<file path="src/rtl/ft_mcs_pkg.sv">
// rtl/ft_mcs_pkg.sv - shared types and constants for the MCS/FT600 MMIO fabric
package ft_mcs_pkg;

   typedef enum logic [1:0] {
      ARB_IDLE,
      ARB_OWN0,
      ARB_OWN1,
      ARB_TMO
   } arb_state_t;

   localparam logic [31:0] ARB_TMO_DATA = 32'hDEAD_BEEF;

endpackage

</file>
<file path="src/rtl/wishbone_if.sv">
// rtl/wishbone_if.sv - classic Wishbone bundle; DAT_I is write data, DAT_O is read data
interface wishbone_if #(
   parameter int ADDR_WIDTH = 32,
   parameter int DATA_WIDTH = 32
);
   logic                  CYC;
   logic                  STB;
   logic                  WE;
   logic [ADDR_WIDTH-1:0] ADDR;
   logic [DATA_WIDTH-1:0] DAT_I;
   logic [DATA_WIDTH-1:0] DAT_O;
   logic                  ACK;

   modport master (output CYC, STB, WE, ADDR, DAT_I, input ACK, DAT_O);
   modport slave  (input CYC, STB, WE, ADDR, DAT_I, output ACK, DAT_O);
endinterface

</file>
<file path="src/rtl/wb_watchdog.sv">
// rtl/wb_watchdog.sv - per-transfer stall counter; expire fires on the last cycle without ACK
module wb_watchdog #(
   parameter int TIMEOUT_CYCLES = 1024
) (
   input  logic clk,
   input  logic rst_n,
   input  logic clr,
   input  logic en,
   input  logic ack,
   output logic expire
);

   localparam int CW = (TIMEOUT_CYCLES > 0) ? $clog2(TIMEOUT_CYCLES + 1) : 1;
   localparam logic [CW-1:0] LAST = (TIMEOUT_CYCLES > 0) ? CW'(TIMEOUT_CYCLES - 1) : '0;

   logic [CW-1:0] cnt_q, cnt_d;

   always_comb begin
      cnt_d = cnt_q + CW'(1);
      if (clr || ack || !en) begin
         cnt_d = '0;
      end
   end

   always_ff @(posedge clk or negedge rst_n) begin
      if (!rst_n) begin
         cnt_q <= '0;
      end else begin
         cnt_q <= cnt_d;
      end
   end

   // An ACK landing on the final cycle beats the watchdog.
   assign expire = (TIMEOUT_CYCLES > 0) && en && !ack && (cnt_q == LAST);

endmodule

</file>
<file path="src/rtl/wb_bus_arbiter.sv">
// rtl/wb_bus_arbiter.sv - two-master round-robin Wishbone arbiter with stall watchdog
module wb_bus_arbiter
   import ft_mcs_pkg::*;
#(
   parameter int ADDR_WIDTH     = 32,
   parameter int DATA_WIDTH     = 32,
   parameter int TIMEOUT_CYCLES = 1024
) (
   input  logic       CLK,
   input  logic       RST_N,
   wishbone_if.slave  m0,
   wishbone_if.slave  m1,
   wishbone_if.master s,
   output logic [1:0] grant,
   output logic       timeout_err,
   output logic [7:0] timeout_cnt
);

   localparam logic [DATA_WIDTH-1:0] TMO_DATA = DATA_WIDTH'(ARB_TMO_DATA);

   arb_state_t state_q, state_d;
   logic       last_owner_q, last_owner_d;
   logic       owner_q, owner_d;
   logic [7:0] tmo_cnt_q, tmo_cnt_d;

   logic                  own_cyc;
   logic                  own_stb;
   logic                  own_we;
   logic [ADDR_WIDTH-1:0] own_addr;
   logic [DATA_WIDTH-1:0] own_wdat;
   logic                  is_own;
   logic                  wd_expire;

   assign is_own = (state_q == ARB_OWN0) || (state_q == ARB_OWN1);

   always_comb begin
      if (owner_q) begin
         own_cyc  = m1.CYC;
         own_stb  = m1.STB;
         own_we   = m1.WE;
         own_addr = m1.ADDR;
         own_wdat = m1.DAT_I;
      end else begin
         own_cyc  = m0.CYC;
         own_stb  = m0.STB;
         own_we   = m0.WE;
         own_addr = m0.ADDR;
         own_wdat = m0.DAT_I;
      end
   end

   wb_watchdog #(
      .TIMEOUT_CYCLES(TIMEOUT_CYCLES)
   ) u_watchdog (
      .clk   (CLK),
      .rst_n (RST_N),
      .clr   (!is_own),
      .en    (is_own && own_stb),
      .ack   (is_own && s.ACK),
      .expire(wd_expire)
   );

   always_comb begin
      state_d      = state_q;
      last_owner_d = last_owner_q;
      owner_d      = owner_q;
      tmo_cnt_d    = tmo_cnt_q;
      case (state_q)
         ARB_IDLE: begin
            if (m0.CYC || m1.CYC) begin
               // On a tie the master that did not hold the bus last goes first.
               if (m0.CYC && m1.CYC) begin
                  owner_d = !last_owner_q;
               end else begin
                  owner_d = m1.CYC;
               end
               state_d = owner_d ? ARB_OWN1 : ARB_OWN0;
            end
         end
         ARB_OWN0, ARB_OWN1: begin
            if (!own_cyc) begin
               state_d      = ARB_IDLE;
               last_owner_d = owner_q;
            end else if (wd_expire) begin
               state_d = ARB_TMO;
               if (tmo_cnt_q != 8'hFF) begin
                  tmo_cnt_d = tmo_cnt_q + 8'd1;
               end
            end
         end
         ARB_TMO: begin
            state_d = owner_q ? ARB_OWN1 : ARB_OWN0;
         end
         default: begin
            state_d = ARB_IDLE;
         end
      endcase
   end

   always_ff @(posedge CLK or negedge RST_N) begin
      if (!RST_N) begin
         state_q      <= ARB_IDLE;
         last_owner_q <= 1'b1;
         owner_q      <= 1'b0;
         tmo_cnt_q    <= 8'd0;
      end else begin
         state_q      <= state_d;
         last_owner_q <= last_owner_d;
         owner_q      <= owner_d;
         tmo_cnt_q    <= tmo_cnt_d;
      end
   end

   always_comb begin
      s.CYC    = 1'b0;
      s.STB    = 1'b0;
      s.WE     = 1'b0;
      s.ADDR   = '0;
      s.DAT_I  = '0;
      m0.ACK   = 1'b0;
      m0.DAT_O = '0;
      m1.ACK   = 1'b0;
      m1.DAT_O = '0;
      if (is_own) begin
         s.CYC   = own_cyc;
         s.STB   = own_stb;
         s.WE    = own_we;
         s.ADDR  = own_addr;
         s.DAT_I = own_wdat;
         if (owner_q) begin
            m1.ACK   = s.ACK;
            m1.DAT_O = s.DAT_O;
         end else begin
            m0.ACK   = s.ACK;
            m0.DAT_O = s.DAT_O;
         end
      end else if (state_q == ARB_TMO) begin
         // The slave is cut off; the owner gets a synthetic error-data ACK instead.
         if (owner_q) begin
            m1.ACK   = 1'b1;
            m1.DAT_O = TMO_DATA;
         end else begin
            m0.ACK   = 1'b1;
            m0.DAT_O = TMO_DATA;
         end
      end
   end

   assign grant       = (state_q == ARB_IDLE) ? 2'b00 : (owner_q ? 2'b10 : 2'b01);
   assign timeout_err = (state_q == ARB_TMO);
   assign timeout_cnt = tmo_cnt_q;

endmodule

</file>
<file path="src/flat_wrapper.sv">
// flat-port wrapper written by rule: the top's interface ports become plain ports
module wb_bus_arbiter_flat import ft_mcs_pkg::*;
#(
   parameter int ADDR_WIDTH     = 32,
   parameter int DATA_WIDTH     = 32,
   parameter int TIMEOUT_CYCLES = 1024
)
  (CLK, RST_N, grant, timeout_err, timeout_cnt, m0_CYC, m0_STB, m0_WE, m0_ADDR, m0_DAT_I, m0_ACK, m0_DAT_O, m1_CYC, m1_STB, m1_WE, m1_ADDR, m1_DAT_I, m1_ACK, m1_DAT_O, s_CYC, s_STB, s_WE, s_ADDR, s_DAT_I, s_ACK, s_DAT_O);
  wishbone_if #(.ADDR_WIDTH(ADDR_WIDTH), .DATA_WIDTH(DATA_WIDTH)) m0_i ();
  wishbone_if #(.ADDR_WIDTH(ADDR_WIDTH), .DATA_WIDTH(DATA_WIDTH)) m1_i ();
  wishbone_if #(.ADDR_WIDTH(ADDR_WIDTH), .DATA_WIDTH(DATA_WIDTH)) s_i ();
  input  logic CLK;
  input  logic RST_N;
  output logic [1:0] grant;
  output logic timeout_err;
  output logic [7:0] timeout_cnt;
  input wire logic [$bits(m0_i.CYC)-1:0] m0_CYC;
  input wire logic [$bits(m0_i.STB)-1:0] m0_STB;
  input wire logic [$bits(m0_i.WE)-1:0] m0_WE;
  input wire logic [$bits(m0_i.ADDR)-1:0] m0_ADDR;
  input wire logic [$bits(m0_i.DAT_I)-1:0] m0_DAT_I;
  output wire logic [$bits(m0_i.ACK)-1:0] m0_ACK;
  output wire logic [$bits(m0_i.DAT_O)-1:0] m0_DAT_O;
  input wire logic [$bits(m1_i.CYC)-1:0] m1_CYC;
  input wire logic [$bits(m1_i.STB)-1:0] m1_STB;
  input wire logic [$bits(m1_i.WE)-1:0] m1_WE;
  input wire logic [$bits(m1_i.ADDR)-1:0] m1_ADDR;
  input wire logic [$bits(m1_i.DAT_I)-1:0] m1_DAT_I;
  output wire logic [$bits(m1_i.ACK)-1:0] m1_ACK;
  output wire logic [$bits(m1_i.DAT_O)-1:0] m1_DAT_O;
  output wire logic [$bits(s_i.CYC)-1:0] s_CYC;
  output wire logic [$bits(s_i.STB)-1:0] s_STB;
  output wire logic [$bits(s_i.WE)-1:0] s_WE;
  output wire logic [$bits(s_i.ADDR)-1:0] s_ADDR;
  output wire logic [$bits(s_i.DAT_I)-1:0] s_DAT_I;
  input wire logic [$bits(s_i.ACK)-1:0] s_ACK;
  input wire logic [$bits(s_i.DAT_O)-1:0] s_DAT_O;
  assign m0_i.CYC = m0_CYC;
  assign m0_i.STB = m0_STB;
  assign m0_i.WE = m0_WE;
  assign m0_i.ADDR = m0_ADDR;
  assign m0_i.DAT_I = m0_DAT_I;
  assign m0_ACK = m0_i.ACK;
  assign m0_DAT_O = m0_i.DAT_O;
  assign m1_i.CYC = m1_CYC;
  assign m1_i.STB = m1_STB;
  assign m1_i.WE = m1_WE;
  assign m1_i.ADDR = m1_ADDR;
  assign m1_i.DAT_I = m1_DAT_I;
  assign m1_ACK = m1_i.ACK;
  assign m1_DAT_O = m1_i.DAT_O;
  assign s_CYC = s_i.CYC;
  assign s_STB = s_i.STB;
  assign s_WE = s_i.WE;
  assign s_ADDR = s_i.ADDR;
  assign s_DAT_I = s_i.DAT_I;
  assign s_i.ACK = s_ACK;
  assign s_i.DAT_O = s_DAT_O;
  wb_bus_arbiter #(.ADDR_WIDTH(ADDR_WIDTH), .DATA_WIDTH(DATA_WIDTH), .TIMEOUT_CYCLES(TIMEOUT_CYCLES)) u_core (.CLK(CLK), .RST_N(RST_N), .m0(m0_i), .m1(m1_i), .s(s_i), .grant(grant), .timeout_err(timeout_err), .timeout_cnt(timeout_cnt));
endmodule
</file>
<file path="config.mk">
export PLATFORM = sky130hd
export DESIGN_NAME = wb_bus_arbiter_flat
export DESIGN_NICKNAME = d
export VERILOG_FILES = /design/src/rtl/ft_mcs_pkg.sv /design/src/rtl/wishbone_if.sv /design/src/rtl/wb_watchdog.sv /design/src/rtl/wb_bus_arbiter.sv /design/src/flat_wrapper.sv
export SDC_FILE = /design/constraint.sdc
export NUM_CORES = 1
export LEC_CHECK = 0
export ABC_AREA = 1
export ABC_CLOCK_PERIOD_IN_PS = 2700
export CAP_MARGIN = 30
export CORE_AREA = 2 2 121 123
export CTS_BUF_LIST = sky130_fd_sc_hd__clkbuf_8
export DETAILED_ROUTE_END_ITERATION = 10
export DIE_AREA = 0 0 123 125
export PLACE_DENSITY_LB_ADDON = 0.1
export SETUP_SLACK_MARGIN = 0.15
export SLEW_MARGIN = 20
export SYNTH_ARGS = -nofsm -noshare
export SYNTH_HDL_FRONTEND = slang
export SYNTH_SLANG_ARGS = --single-unit
</file>
<file path="constraint.sdc">
create_clock -name CLK -period 2.7 [get_ports CLK]
set_clock_uncertainty 0.1 [all_clocks]
set_input_delay 0.54 -clock CLK [delete_from_list [all_inputs] [get_ports CLK]]
set_output_delay 0.54 -clock CLK [all_outputs]
set_load 0.02 [all_outputs]
</file>
==> out/metrics.csv, run 1 <==
stage,metric,value,unit
status,outcome,finished clean,
sta,fmax,0.402,GHz
pwr,power.density,1170,mW/mm^2
global_routing,grt_max_degree,46,
yosys,synthTopCellsByCount,"168 x nand2_1, 79 x nand3_1, 55 x o21ai_0",
sta,timing.final.crit_share,0.922,
routing,wl_per_cell,16.4,um
pwr,leakagePower,0.00315,uW
global_routing,grt_pass1_vias,4504,
floorplan,start_util,0.198,
sta,worst_slack,0.211,ns
critical_path,critPathKind,register to primary output,
pwr,power_switching,4100,uW
critical_path,required,2.06,ns
routing,ant_nets,0,
routing,drt-total-wl,16300,um
yosys,synth.distinct_cells,32,
layout,finalNetCount,980,
yosys,ys_ff_latch,23,
routing,drt-pass1-iter-count,5,
worst_hold_path,hp-class,register to register,
sta,rsz0062_at_grt,true,
routing,vias_per_cell,4.46,
floorplan,ios,313,
yosys,async_flop_share,1.00,
yosys,yosys.area.top_type_share,0.225,
floorplan,die_area,0.0154,mm^2
yosys,avgSynthCellArea,5.66,um^2
critical_path,cp_common_cell,buf_4,
floorplan,core,0.0142,mm^2
yosys,syn-num-nets,669,
clocking,cts_num_sinks,23,
yosys,ys_seq_area_frac,0.206,
floorplan,row_count,44,
critical_path,max_stage_delay,0.53,ns
pwr,intPower,2760,uW
sta,setup_viol,0,
sta,hold_viol,0,
sta,tightest_slew,0.321,ns
yosys,yosys-top-cells-area,"nand2_1 22%, dfrtp_1 20%, nand3_1 14%",
place,dpl.hpwl,12800,um
yosys,synth_edf_count,0,
critical_path,cp_data_arrival_time,1.85,ns
layout,syn_to_final_growth,109,%
sta,drv_slew,0,
flow_run,cap_violations,0,
global_routing,grt_pass1_wl,24400,um
clocking,cts_buffers,3,
critical_path,path_cells,buf_4 > buf_4 > ha_1 > buf_4 > clkdlybuf4s50_1,
pwr,pwr-share-clk,0.032,
yosys,synthCells,496,
clocking,h-tree-depth,1,
yosys,syn_area,0.00281,mm^2
sta,timing.max_slew.rel_slack,0.786,
floorplan,die-height,125,um
pwr,power.share.sequential,0.064,
routing,drc,0,
clocking,tritoncts,done,
pwr,p_sw_frac,0.597,
critical_path,endpoint_kind,primary output,
yosys,synthFlopType,dfrtp_1,
global_routing,antenna_found_initial,2,
clocking,worstSkewPairLatency,0.26,ns
place,portBuffers,312,
routing,dr_total_vias,4433,
critical_path,crit_path_top_delay_cell,clkdlybuf4s50_1,
place,post-place-ws,-0.0642,ns
layout,drive_gt1_frac,0.246,
global_routing,grt_usage,0.202,
critical_path,path_max_fanout,4,
pwr,vdd_drop_max,0.678,mV
clocking,clockRootBuffer,clkbuf_8,
pwr,p_comb_frac,0.904,
clocking,clockBufferDepth,2,
layout,utilization,0.413,
place,gp_congestion,0.916,
yosys,yosysWarnings,0,
clocking,ctsHoldBuffers,0,
yosys,synth_top_area_cell,nand2_1,
sta,timing.final.crit_period,2.49,ns
global_routing,overflow,0,
yosys,yosys.cell_count.top_type,nand2_1,
critical_path,cp-start-kind,register,
routing,drt_iter0_drc,168,
floorplan,die_w,123,um
clocking,path_clk_slew,0.09,ns
## sequential cells by signal, indices dropped and copies added (netlist names)
signal and cells:
u_core.owner_q 1, u_core.u_watchdog.cnt_q 11, u_core.timeout_cnt 8, u_core.state_q 2, u_core.last_owner_q 1
## final cells by class
class	count	area (um^2)
Clock inverter	1	3.75
Sequential cell	23	578
Timing Repair Buffer	340	2900
Antenna cell	3	7.51
Tap cell	184	230
Inverter	53	201
Clock buffer	3	41.3
Fill cell	1545	8340
Multi-Input combinational cell	386	1900
## power groups by stage
stage	registers [uW]	clock network (uW)	logic [uW]
after CTS	435	223	6460
after global routing	442	242	6690
final	438	218	6210
after floorplan	413	0	3390
after global placement	443	0	6870
after detailed placement	445	0	6870
## logic make-up (layout without fill, tap and decap cells)
group	count (synthesis)	in the layout	share of synthesized area
other cells	0	3	0
compound gates	70	70	0.133
flops	23	23	0.206
buf+inv	87	397	0.128
fa+ha+maj	4	4	0.0178
simple gates	306	306	0.497
xor+xnor	6	6	0.0187
## final timing paths
path / from / end / slack (ns) / cells past startpoint
min in group asynchronous: RST_N / u_core.timeout_cnt[2] / 0.53 / 2
min: u_core.u_watchdog.cnt_q[0] / u_core.u_watchdog.cnt_q[0] / 0.37 / 1
max in group asynchronous: RST_N / u_core.last_owner_q / 1.67 / 2
max: u_core.state_q[0] / timeout_err / 0.21 / 5
min reg2reg: u_core.u_watchdog.cnt_q[0] / u_core.u_watchdog.cnt_q[0] / 0.37 / 1
max reg2reg: u_core.state_q[0] / u_core.timeout_cnt[2] / 0.76 / 11
## placed cells by master (no fill, tap or decap), drive strengths merged, types with 2 or more instances in the layout
master / n
a21oi: 8
nand2: 181
clkbuf: 17
diode: 3
inv: 54
nor2: 39
clkdlybuf4s50: 179
ha: 4
dfrtp: 22
nor3: 3
o21bai: 2
nand3: 80
o21ai: 58
buf: 145
xor2: 5
## through the flow
| step | power (uW) | TNS (ns) | instances | hold slack (ns) | cell area (um^2) |
|---|---|---|---|---|---|
| after floorplan | 3810 | 0 | 496 | 0.144 | 2810 |
| after detailed placement | 7310 | -0.0748 | 977 | 0.362 | 6280 |
| final | 6860 | 0 | 993 | 0.373 | 5860 |
| after global placement | 7310 | -0.0535 | 977 | 0.357 | 6280 |
| after CTS | 7120 | 0 | 987 | 0.374 | 6180 |
| after global routing | 7370 | 0 | 993 | 0.398 | 5860 |
## critical path, delay by kind of cell (launching register included)
family / cells / cell delay, ns
DFF: 1 / 0.40
buffers and inverters: 4 / 0.95
adders and majority gates: 1 / 0.23
## repair_timing
item                                    in CTS  in global routing
cloned                                       2                  1
pin swaps                                    1                  1
buffers inserted                             4                  2
endpoints found under the setup margin     129                132
resized for setup                          473                 86
## layer usage
metal  up-vias  track usage  routed length [um]
met2       189        0.369                8270
met5         -            0                   0
met1      2024        0.229                6160
li1       2194            -                   -
met4         0       0.0608                 449
met3        26       0.0502                1410
Power figures use the tool's default switching activity.
==> run 2, diff against run 1 <==
HOLD_SLACK_MARGIN = 0.12   (was not set)
SLEW_MARGIN = not set   (was 20)
==> results of run 2 <==
Same layout as run 1: the final DEF is identical, and so are final timing and power.
